===== config.mk =====
export PLATFORM = sky130hd
export DESIGN_NAME = flash_read_arbiter
export DESIGN_NICKNAME = d
export VERILOG_FILES = /design/src/rtl/mem_pkg.sv /design/src/rtl/rr_arb2.sv /design/src/rtl/flash_read_arbiter.sv
export SDC_FILE = /design/constraint.sdc
export NUM_CORES = 1
export LEC_CHECK = 0
export CORE_ASPECT_RATIO = 1.1
export CORE_MARGIN = 3
export CORE_UTILIZATION = 43
export CTS_CLUSTER_DIAMETER = 40
export DETAILED_ROUTE_END_ITERATION = 10
export PLACE_DENSITY = 0.8
export SETUP_SLACK_MARGIN = 0.2
export SLEW_MARGIN = 0
export SYNTH_ARGS = -nofsm -noshare
export SYNTH_HDL_FRONTEND = slang
export SYNTH_HIERARCHICAL = 1
export SYNTH_SLANG_ARGS = --single-unit

===== constraint.sdc =====
create_clock -name clk -period 1.83 [get_ports clk]
set_input_delay 0.366 -clock clk [delete_from_list [all_inputs] [get_ports clk]]
set_output_delay 0.366 -clock clk [all_outputs]
set_load 0.01 [all_outputs]

===== src/rtl/mem_pkg.sv =====
`default_nettype none
// ============================================================================
// Module      : mem_pkg
// Description : Shared definitions for the flash read path: arbiter FSM state
//               encoding, client index constants, default timing values and
//               a byte-lane select helper.
// Revision    : 1.0 - initial release
// ============================================================================
package mem_pkg;

    typedef enum logic [1:0] {
        ST_RESET   = 2'd0,
        ST_IDLE    = 2'd1,
        ST_ACCESS  = 2'd2,
        ST_CAPTURE = 2'd3
    } state_t;

    // Client indices double as bit positions in the two-bit request vector.
    localparam logic CLIENT_PRG = 1'b0;
    localparam logic CLIENT_CHR = 1'b1;

    localparam int DEF_WAIT_CYCLES = 4;
    localparam int DEF_RST_CYCLES  = 16;

    // Lane 0 is the low byte of the 16-bit flash word, lane 1 the high byte.
    function automatic logic [7:0] pick_byte(input logic [15:0] word, input logic lane);
        return lane ? word[15:8] : word[7:0];
    endfunction

endpackage
`default_nettype wire


===== src/rtl/rr_arb2.sv =====
`default_nettype none
// ============================================================================
// Module      : rr_arb2
// Description : Two-requester round-robin arbiter. When both requests are
//               pending the client not granted last wins; a single pending
//               request always wins. The last-grant pointer only moves when
//               i_update is high, so a grant offer can be made every cycle
//               while the owner decides when it is actually taken.
// Ports       : clk, rst        - clock, synchronous active-high reset
//               i_req[1:0]      - requests, indexed by client index
//               i_update        - commit the offered grant to the pointer
//               o_valid         - at least one request pending
//               o_gnt_idx       - client index of the offered grant
// Revision    : 1.0 - initial release
// ============================================================================
module rr_arb2
    import mem_pkg::*;
(
    input  logic       clk,
    input  logic       rst,
    input  logic [1:0] i_req,
    input  logic       i_update,
    output logic       o_valid,
    output logic       o_gnt_idx
);

    logic r_last;
    logic w_both;

    assign w_both    = i_req[CLIENT_PRG] & i_req[CLIENT_CHR];
    assign o_valid   = |i_req;
    assign o_gnt_idx = w_both ? ~r_last
                              : (i_req[CLIENT_CHR] ? CLIENT_CHR : CLIENT_PRG);

    // Pointer starts at PRG so the first contested grant after reset is CHR.
    always_ff @(posedge clk) begin
        if (rst) begin
            r_last <= CLIENT_PRG;
        end else if (i_update && o_valid) begin
            r_last <= o_gnt_idx;
        end
    end

endmodule
`default_nettype wire


===== src/rtl/flash_read_arbiter.sv =====
`default_nettype none
// ============================================================================
// Module      : flash_read_arbiter
// Description : Arbitrates PRG and CHR byte-read clients onto the shared
//               16-bit NOR flash bus, runs a fixed-wait asynchronous word
//               read and returns the selected byte with a one-cycle ack.
//               Also holds flash_reset_n low for RST_CYCLES after reset.
// Options     : LAST_WORD_CACHE_EN - keep the last captured word plus its
//               word-address tag; a request hitting it is acked the next
//               cycle without touching the bus.
// Ports       : clk, rst                 - memory clock, sync active-high reset
//               ready                    - flash reset sequence complete
//               prg_req/addr/ack/data    - PRG byte client
//               chr_req/addr/ack/data    - CHR byte client
//               shared_a, shared_d_in    - flash word address / read data
//               shared_oe_n, shared_we_n - output / write enable (we_n tied 1)
//               flash_ce_n, flash_reset_n- chip enable / flash reset
// Revision    : 1.0 - initial release
// ============================================================================
module flash_read_arbiter
    import mem_pkg::*;
#(
    parameter int ADDR_W      = 23,
    parameter int WAIT_CYCLES = DEF_WAIT_CYCLES,
    parameter int RST_CYCLES  = DEF_RST_CYCLES
) (
    input  logic              clk,
    input  logic              rst,
    output logic              ready,
    input  logic              prg_req,
    input  logic [ADDR_W:0]   prg_addr,
    output logic              prg_ack,
    output logic [7:0]        prg_data,
    input  logic              chr_req,
    input  logic [ADDR_W:0]   chr_addr,
    output logic              chr_ack,
    output logic [7:0]        chr_data,
    output logic [ADDR_W-1:0] shared_a,
    input  logic [15:0]       shared_d_in,
    output logic              shared_oe_n,
    output logic              shared_we_n,
    output logic              flash_ce_n,
    output logic              flash_reset_n
);

    localparam int RCW = $clog2(RST_CYCLES + 1);
    localparam int WCW = $clog2(WAIT_CYCLES + 1);
    localparam logic [RCW-1:0] RST_LAST  = RCW'(RST_CYCLES - 1);
    localparam logic [WCW-1:0] WAIT_LAST = WCW'(WAIT_CYCLES - 1);

    state_t            r_state,    w_state_nxt;
    logic [RCW-1:0]    r_rcnt,     w_rcnt_nxt;
    logic [WCW-1:0]    r_wcnt,     w_wcnt_nxt;
    logic              r_ready,    w_ready_nxt;
    logic              r_frst_n,   w_frst_n_nxt;
    logic              r_ce_n,     w_ce_n_nxt;
    logic              r_oe_n,     w_oe_n_nxt;
    logic [ADDR_W-1:0] r_a,        w_a_nxt;
    logic              r_lane,     w_lane_nxt;
    logic              r_gnt,      w_gnt_nxt;
    logic              r_prg_ack,  w_prg_ack_nxt;
    logic              r_chr_ack,  w_chr_ack_nxt;
    logic [7:0]        r_prg_data, w_prg_data_nxt;
    logic [7:0]        r_chr_data, w_chr_data_nxt;

    logic [1:0]        w_req;
    logic              w_arb_valid;
    logic              w_arb_idx;
    logic              w_arb_upd;
    logic [ADDR_W:0]   w_sel_addr;
    logic [ADDR_W-1:0] w_sel_word;
    logic              w_sel_lane;
    logic [7:0]        w_bus_byte;
    logic              w_hit;
    logic [7:0]        w_hit_byte;

    assign w_req[CLIENT_PRG] = prg_req;
    assign w_req[CLIENT_CHR] = chr_req;

    rr_arb2 u_arb (
        .clk      (clk),
        .rst      (rst),
        .i_req    (w_req),
        .i_update (w_arb_upd),
        .o_valid  (w_arb_valid),
        .o_gnt_idx(w_arb_idx)
    );

    assign w_sel_addr = (w_arb_idx == CLIENT_CHR) ? chr_addr : prg_addr;
    assign w_sel_word = w_sel_addr[ADDR_W:1];
    assign w_sel_lane = w_sel_addr[0];
    assign w_bus_byte = pick_byte(shared_d_in, r_lane);

`ifdef LAST_WORD_CACHE_EN
    logic [15:0]       r_cword;
    logic [ADDR_W-1:0] r_ctag;
    logic              r_cvalid;

    assign w_hit      = r_cvalid && (r_ctag == w_sel_word);
    assign w_hit_byte = pick_byte(r_cword, w_sel_lane);

    always_ff @(posedge clk) begin
        if (rst) begin
            r_cword  <= 16'h0000;
            r_ctag   <= '0;
            r_cvalid <= 1'b0;
        end else if (r_state == ST_CAPTURE) begin
            r_cword  <= shared_d_in;
            r_ctag   <= r_a;
            r_cvalid <= 1'b1;
        end
    end
`else
    assign w_hit      = 1'b0;
    assign w_hit_byte = 8'h00;
`endif

    always_comb begin
        w_state_nxt    = r_state;
        w_rcnt_nxt     = r_rcnt;
        w_wcnt_nxt     = r_wcnt;
        w_ready_nxt    = r_ready;
        w_frst_n_nxt   = r_frst_n;
        w_ce_n_nxt     = r_ce_n;
        w_oe_n_nxt     = r_oe_n;
        w_a_nxt        = r_a;
        w_lane_nxt     = r_lane;
        w_gnt_nxt      = r_gnt;
        w_prg_ack_nxt  = 1'b0;
        w_chr_ack_nxt  = 1'b0;
        w_prg_data_nxt = r_prg_data;
        w_chr_data_nxt = r_chr_data;
        w_arb_upd      = 1'b0;

        case (r_state)
            ST_RESET: begin
                if (r_rcnt == RST_LAST) begin
                    w_state_nxt  = ST_IDLE;
                    w_ready_nxt  = 1'b1;
                    w_frst_n_nxt = 1'b1;
                end else begin
                    w_rcnt_nxt = r_rcnt + RCW'(1);
                end
            end

            ST_IDLE: begin
                // No grant while an ack is showing: the acked client still
                // holds req this cycle, and this also guarantees a ce_n=1
                // turnaround cycle between back-to-back accesses.
                if (w_arb_valid && !r_prg_ack && !r_chr_ack) begin
                    w_arb_upd = 1'b1;
                    if (w_hit) begin
                        if (w_arb_idx == CLIENT_CHR) begin
                            w_chr_ack_nxt  = 1'b1;
                            w_chr_data_nxt = w_hit_byte;
                        end else begin
                            w_prg_ack_nxt  = 1'b1;
                            w_prg_data_nxt = w_hit_byte;
                        end
                    end else begin
                        w_a_nxt     = w_sel_word;
                        w_lane_nxt  = w_sel_lane;
                        w_gnt_nxt   = w_arb_idx;
                        w_ce_n_nxt  = 1'b0;
                        w_oe_n_nxt  = 1'b0;
                        w_wcnt_nxt  = '0;
                        w_state_nxt = ST_ACCESS;
                    end
                end
            end

            ST_ACCESS: begin
                if (r_wcnt == WAIT_LAST) begin
                    w_state_nxt = ST_CAPTURE;
                end else begin
                    w_wcnt_nxt = r_wcnt + WCW'(1);
                end
            end

            ST_CAPTURE: begin
                w_ce_n_nxt  = 1'b1;
                w_oe_n_nxt  = 1'b1;
                w_state_nxt = ST_IDLE;
                if (r_gnt == CLIENT_CHR) begin
                    w_chr_ack_nxt  = 1'b1;
                    w_chr_data_nxt = w_bus_byte;
                end else begin
                    w_prg_ack_nxt  = 1'b1;
                    w_prg_data_nxt = w_bus_byte;
                end
            end

            default: w_state_nxt = ST_RESET;
        endcase
    end

    always_ff @(posedge clk) begin
        if (rst) begin
            r_state    <= ST_RESET;
            r_rcnt     <= '0;
            r_wcnt     <= '0;
            r_ready    <= 1'b0;
            r_frst_n   <= 1'b0;
            r_ce_n     <= 1'b1;
            r_oe_n     <= 1'b1;
            r_a        <= '0;
            r_lane     <= 1'b0;
            r_gnt      <= CLIENT_PRG;
            r_prg_ack  <= 1'b0;
            r_chr_ack  <= 1'b0;
            r_prg_data <= 8'h00;
            r_chr_data <= 8'h00;
        end else begin
            r_state    <= w_state_nxt;
            r_rcnt     <= w_rcnt_nxt;
            r_wcnt     <= w_wcnt_nxt;
            r_ready    <= w_ready_nxt;
            r_frst_n   <= w_frst_n_nxt;
            r_ce_n     <= w_ce_n_nxt;
            r_oe_n     <= w_oe_n_nxt;
            r_a        <= w_a_nxt;
            r_lane     <= w_lane_nxt;
            r_gnt      <= w_gnt_nxt;
            r_prg_ack  <= w_prg_ack_nxt;
            r_chr_ack  <= w_chr_ack_nxt;
            r_prg_data <= w_prg_data_nxt;
            r_chr_data <= w_chr_data_nxt;
        end
    end

    assign ready         = r_ready;
    assign flash_reset_n = r_frst_n;
    assign flash_ce_n    = r_ce_n;
    assign shared_oe_n   = r_oe_n;
    assign shared_we_n   = 1'b1;
    assign shared_a      = r_a;
    assign prg_ack       = r_prg_ack;
    assign chr_ack       = r_chr_ack;
    assign prg_data      = r_prg_data;
    assign chr_data      = r_chr_data;

endmodule
`default_nettype wire


* After elaboration in Yosys (flattened, before gate mapping)
Cells that the tools add are included.
W data, S select, Z words.
** Cells by class
- Reduce and logical (&&, ||, !) cells :: 18
- Bitwise logic cells :: 5
- Add/subtract/negate cells :: 2
- Mux-type cells :: 17
- Equal/unequal tests :: 9
** Operators with widths (count)
- $mux W24 :: 1
- $reduce_and A2 Y1 :: 6
- $mux W8 :: 1
- $ne A2 B2 Y1 const B :: 4
- $pmux W2 S4 :: 1
- $mux W1 :: 7
- $mux W2 :: 3
- $mux W3 :: 2
- $pmux W3 S2 :: 1
- $reduce_and A3 Y1 :: 2
- $add A5 B1 Y5 const B :: 1
- $eq A5 B4 Y1 const B :: 1
- $eq A2 B2 Y1 const B :: 2
- $not A1 Y1 :: 4
- $reduce_bool A2 Y1 :: 2
- $reduce_or A2 Y1 :: 2
- $add A3 B1 Y3 const B :: 1
- $eq A3 B2 Y1 const B :: 1
- $logic_and A1 B1 Y1 :: 3
- $eq A2 B1 Y1 const B :: 1
- $logic_not A1 Y1 :: 2
- $logic_not A2 Y1 :: 1
- $pmux W1 S2 :: 1
- $and A1 B1 Y1 :: 1
** Word-level totals
- Output and inout bits :: 46
- Logic and storage cells :: 64
- Bits in registers :: 56
- Input port bits :: 68

* Depth between registers and ports, before layout
Gate-level depths: netlist (run 1).
- Word-level depth :: 6
- Gate-level depth with buffers :: 7
- Gate-level depth less buffers :: 6

* Modules after synthesis
Netlist (run 1), hierarchy kept.
** By module, submodules not included
- flash_read_arbiter :: times used 1, area each 2688.8 um2, sequential area each 1101.1 um2, cells an instance 253
- rr_arb2 :: times used 1, area each 60.1 um2, sequential area each 20.0 um2, cells an instance 6

* Worst setup path before layout (run 1)
No wires, ideal clock.
- Path kind :: register to register
- From :: reg r_rcnt[0]
- To :: reg r_rcnt[3]
- Arrival time :: 1510 ps
- Path buffers :: 0
- Period minus slack after synthesis :: 1582 ps
- Required time :: 1758 ps
- Setup slack :: 248 ps
- Cell stages (with the launch flop) :: 7
- Setup time :: 72 ps
- Cell sequence :: dfxtp_1 -> ha_1 -> and3_1 -> ha_1 -> nand2b_1 -> or3_1 -> a21oi_1
** On the way
- Cells in the longest elaborated chain, start to end :: 3
- Elaborated cells between the ends (all ways) :: 4
- Those cells by class :: add/sub (1); eq/ne (1); bitwise (1); reduce/logical (1)
** RTL lines
- start: declaration :: line flash_read_arbiter.sv:52 : logic [RCW-1:0] r_rcnt, w_rcnt_nxt;
- start signal: assignment :: line flash_read_arbiter.sv:215 : r_rcnt <= w_rcnt_nxt;
- parallel branches: the longest is 3 deep, another holds $add A5 B1 Y5
Parallel ways; which one is timed is not known.
A chain may end at the register's enable or synchronous reset.

* Worst setup path after layout (run 1)
- From :: reg r_state[1]
- To :: reg r_a[17], in the netlist shared_a[17]
** On the way
- Cells in the longest elaborated chain, start to end :: 2
** RTL lines
- start: declaration :: line flash_read_arbiter.sv:51 : state_t r_state, w_state_nxt;
- start signal: assignment :: line flash_read_arbiter.sv:214 : r_state <= w_state_nxt;
- $eq A2 B1 Y1 :: line flash_read_arbiter.sv:135 : case (r_state)
- $reduce_and A2 Y1 (no line)
- end signal: assignment :: line flash_read_arbiter.sv:221 : r_a <= w_a_nxt;
- end: declaration :: line flash_read_arbiter.sv:58 : logic [ADDR_W-1:0] r_a, w_a_nxt;
Every way passes these cells.

==> impl_metrics.tcl, run 1 <==
set metrics [dict create \
    initial_core_util 0.459 \
    worstSetupPathType "register to register" \
    yosys_warnings 6 \
    setup_tns_ps 0 \
    fmax_mhz 627 \
    skew_ps 7.77 \
    ctsLongestPathBuffers 2 \
    cap_violations 0 \
    status "complete, no violations" \
    crit_fanout 10 \
    cts_max_level 2 \
    drive_above_1_share 0.252 \
    clk_pin_slew_ps 100 \
    start_kind "register" \
    critPathRequiredTime_ps 2070 \
    grt-ovfl-total 0 \
    dp_hpwl_um 4720 \
    cp_num_buf_inv 2 \
    min_period_ps 1600 \
    irDropWorstVdd_uv 384 \
    rows 29 \
    syn_area_mm2 0.00275 \
    layout_common_cells "91 x clkdlybuf4s50_1, 54 x dfxtp_1, 36 x mux2i_1, 24 x nor2_2, 24 x a211oi_2" \
    instances_no_fill 454 \
    hold_viol_final 0 \
    worst_slack_ps 234 \
    placed_cells 440 \
    syn_nets 335 \
    dr.pass1.iters 4 \
    grt_max_degree 23 \
    ant_nets 0 \
    worstSetupEndpointType "register" \
    drtIter0Drc 73 \
    io_buffers 112 \
    antenna_found_initial 0 \
    finalSetupViolCount 0 \
    hold-worst-slack_ps 387 \
    cp.depth 6 \
    arrival_ps 1830 \
    yosysTopAreaCell "dfxtp_1" \
    yosysTopAreaCellShare 0.408 \
    worstRegToRegCells 6 \
    ys_ff_latch 56 \
    via_per_inst 4.89 \
    num_io_pins 114 \
    clock_latency_ps 310 \
    drc 0 \
    die-height_um 89.9 \
    slowest_stage "dfxtp_1" \
    grt_pass1_vias 2095 \
    area_growth_pct 52.4 \
    detailroute.via_count 2221 \
    track_usage 0.168 \
    syn_avg_cell_area_um2 10.6 \
    die_w_um 82.2 \
    drv_slew 0 \
    p_leak_nw 1.77 \
    synthArstFlopShare 0 \
    critPathTopFamily "simple AND/OR/NAND/NOR gates" \
    cts_tree "done" \
    clock_sinks 56 \
    numCtsBuffers 5 \
    fin_crit_sh 0.872 \
    hold_depth 3 \
    cp_cell_sequence "inv_1 -> ha_2 -> and4bb_4 -> buf_4 -> nor2_2 -> a211oi_2" \
    synth.area.top_cells "dfxtp_1 41%, mux2i_1 13%, a211oi_2 11%, nor2_2 5.5%, a211oi_1 4.6%" \
    hp-class "input port to register" \
    wire_per_inst_um 14.2 \
    final_common_cell "clkdlybuf4s50_1" \
    synth_ff_type "dfxtp_1" \
    powerDensity_mw_per_mm2 636 \
    cts_hold_buffers 0 \
    max_stage_delay_ps 360 \
    clockRootBuffer "clkbuf_8" \
    wl_um 6460 \
    dieArea_mm2 0.00739 \
    fin_nets 452 \
    ys_seq_area_frac 0.408 \
    p_total_mw 2.67 \
    place_congestion 0.783 \
    pre_cts_slack_ps -134 \
    max-slew-margin-rel 0.602 \
    synth-edff-count 0 \
    timing.reg2reg.setup_slack_ps 230 \
    core_region_area_mm2 0.00599 \
    worst_pin_slew_ps 596 \
    synthCells 259 \
    ys_types 41 \
    rsz0062_at_grt "yes" \
    grt_pass1_wl_um 9870 \
    antenna_cells 0 \
]
layer usage:
metal	global-route usage	vias to the layer above	part of all wire
met1	0.215	990	0.44
met2	0.264	83	0.45
met3	0.0630	4	0.11
met5	0	-	0
met4	0.0388	0	0.0074
li1	-	1144	-
worst register-to-register path: stages, from the launching register on:
cell	delay, ps
dfxtp_1	360
inv_1	100
ha_2	270
and4bb_4	340
buf_4	220
nor2_2	50
a211oi_2	180
sequential cells by signal, summed over array words and instances (netlist names), 2 cells and up:
| register | flops |
|---|---|
| r_state | 2 |
| chr_data | 8 |
| shared_a | 23 |
| r_wcnt | 3 |
| r_rcnt | 5 |
| prg_data | 8 |
where the power goes:
part	leakage [nW]	switching [mW]	internal (mW)
clock network	0.0516	0.394	0.310
logic	1.26	0.259	0.376
registers	0.452	0.0460	1.28
final timing paths:
kind	startpoint	to
worst max-delay path	r_state[1]	shared_a[17]
worst min-delay path	rst	r_wcnt[2]
worst max register to register	r_state[1]	shared_a[17]
worst min register to register	r_rcnt[1]	r_rcnt[1]
logic make-up (layout without fill, tap and decap cells):
| kind of cell | Yosys count | count (layout) | share of synthesized area |
|---|---|---|---|
| buffers and inverters | 28 | 146 | 0.0719 |
| other | 1 | 1 | 0.00136 |
| muxes | 36 | 36 | 0.131 |
| and+or+nand+nor | 75 | 75 | 0.153 |
| DFF | 56 | 56 | 0.408 |
| AOI/OAI and AO/OA | 53 | 53 | 0.192 |
| xor gates and xnor gates | 2 | 2 | 0.00637 |
| adders and majority gates | 8 | 8 | 0.0364 |
Yosys cell counts, types with 2 or more instances:
library cell   n
a211oi_1      17
a211oi_2      24
a21oi_1        3
buf_1          2
buf_12         3
buf_2          8
buf_4          7
clkbuf_1       2
dfxtp_1       56
ha_1           8
inv_1          5
mux2i_1       36
nand2_1        3
nand2b_1       7
nand3_1        2
nand3b_1       3
nor2_1        22
nor2_2        24
nor2b_1        5
layout make-up:
type / instances / area (um^2)
Clock buffer: 6 / 82.6
Clock inverter: 2 / 13.8
Fill cell: 477 / 1800
Sequential cell: 56 / 1120
Inverter: 5 / 18.8
Tap cell: 77 / 96.3
Timing Repair Buffer: 133 / 1370
Multi-Input combinational cell: 175 / 1490
per-stage QoR:
stage / area, um^2 / util
after global placement: 3940 / 0.657
after global routing: 4190 / 0.700
after floorplan: 2750 / -
after detailed placement: 3940 / 0.657
after CTS: 4090 / 0.682
final: 4190 / 0.700
timing repair:
item                                    CTS  global route
pin swaps                                 1             4
cloned                                    1             0
endpoints found under the setup margin   25            26
setup buffers                             1             4
gates resized for setup                   7            24
Note: power is estimated with default switching activity, not from simulation.
==> run 2: changes to the inputs <==
--- a/config.mk
+++ b/config.mk
@@ -10,6 +10,7 @@
 export CORE_UTILIZATION = 43
 export CTS_CLUSTER_DIAMETER = 40
 export DETAILED_ROUTE_END_ITERATION = 10
+export HOLD_SLACK_MARGIN = 0.1
 export PLACE_DENSITY = 0.8
 export SETUP_SLACK_MARGIN = 0.2
 export SLEW_MARGIN = 0
==> results of run 2 <==
The final DEF is identical to that of run 1; final timing and power are the same.
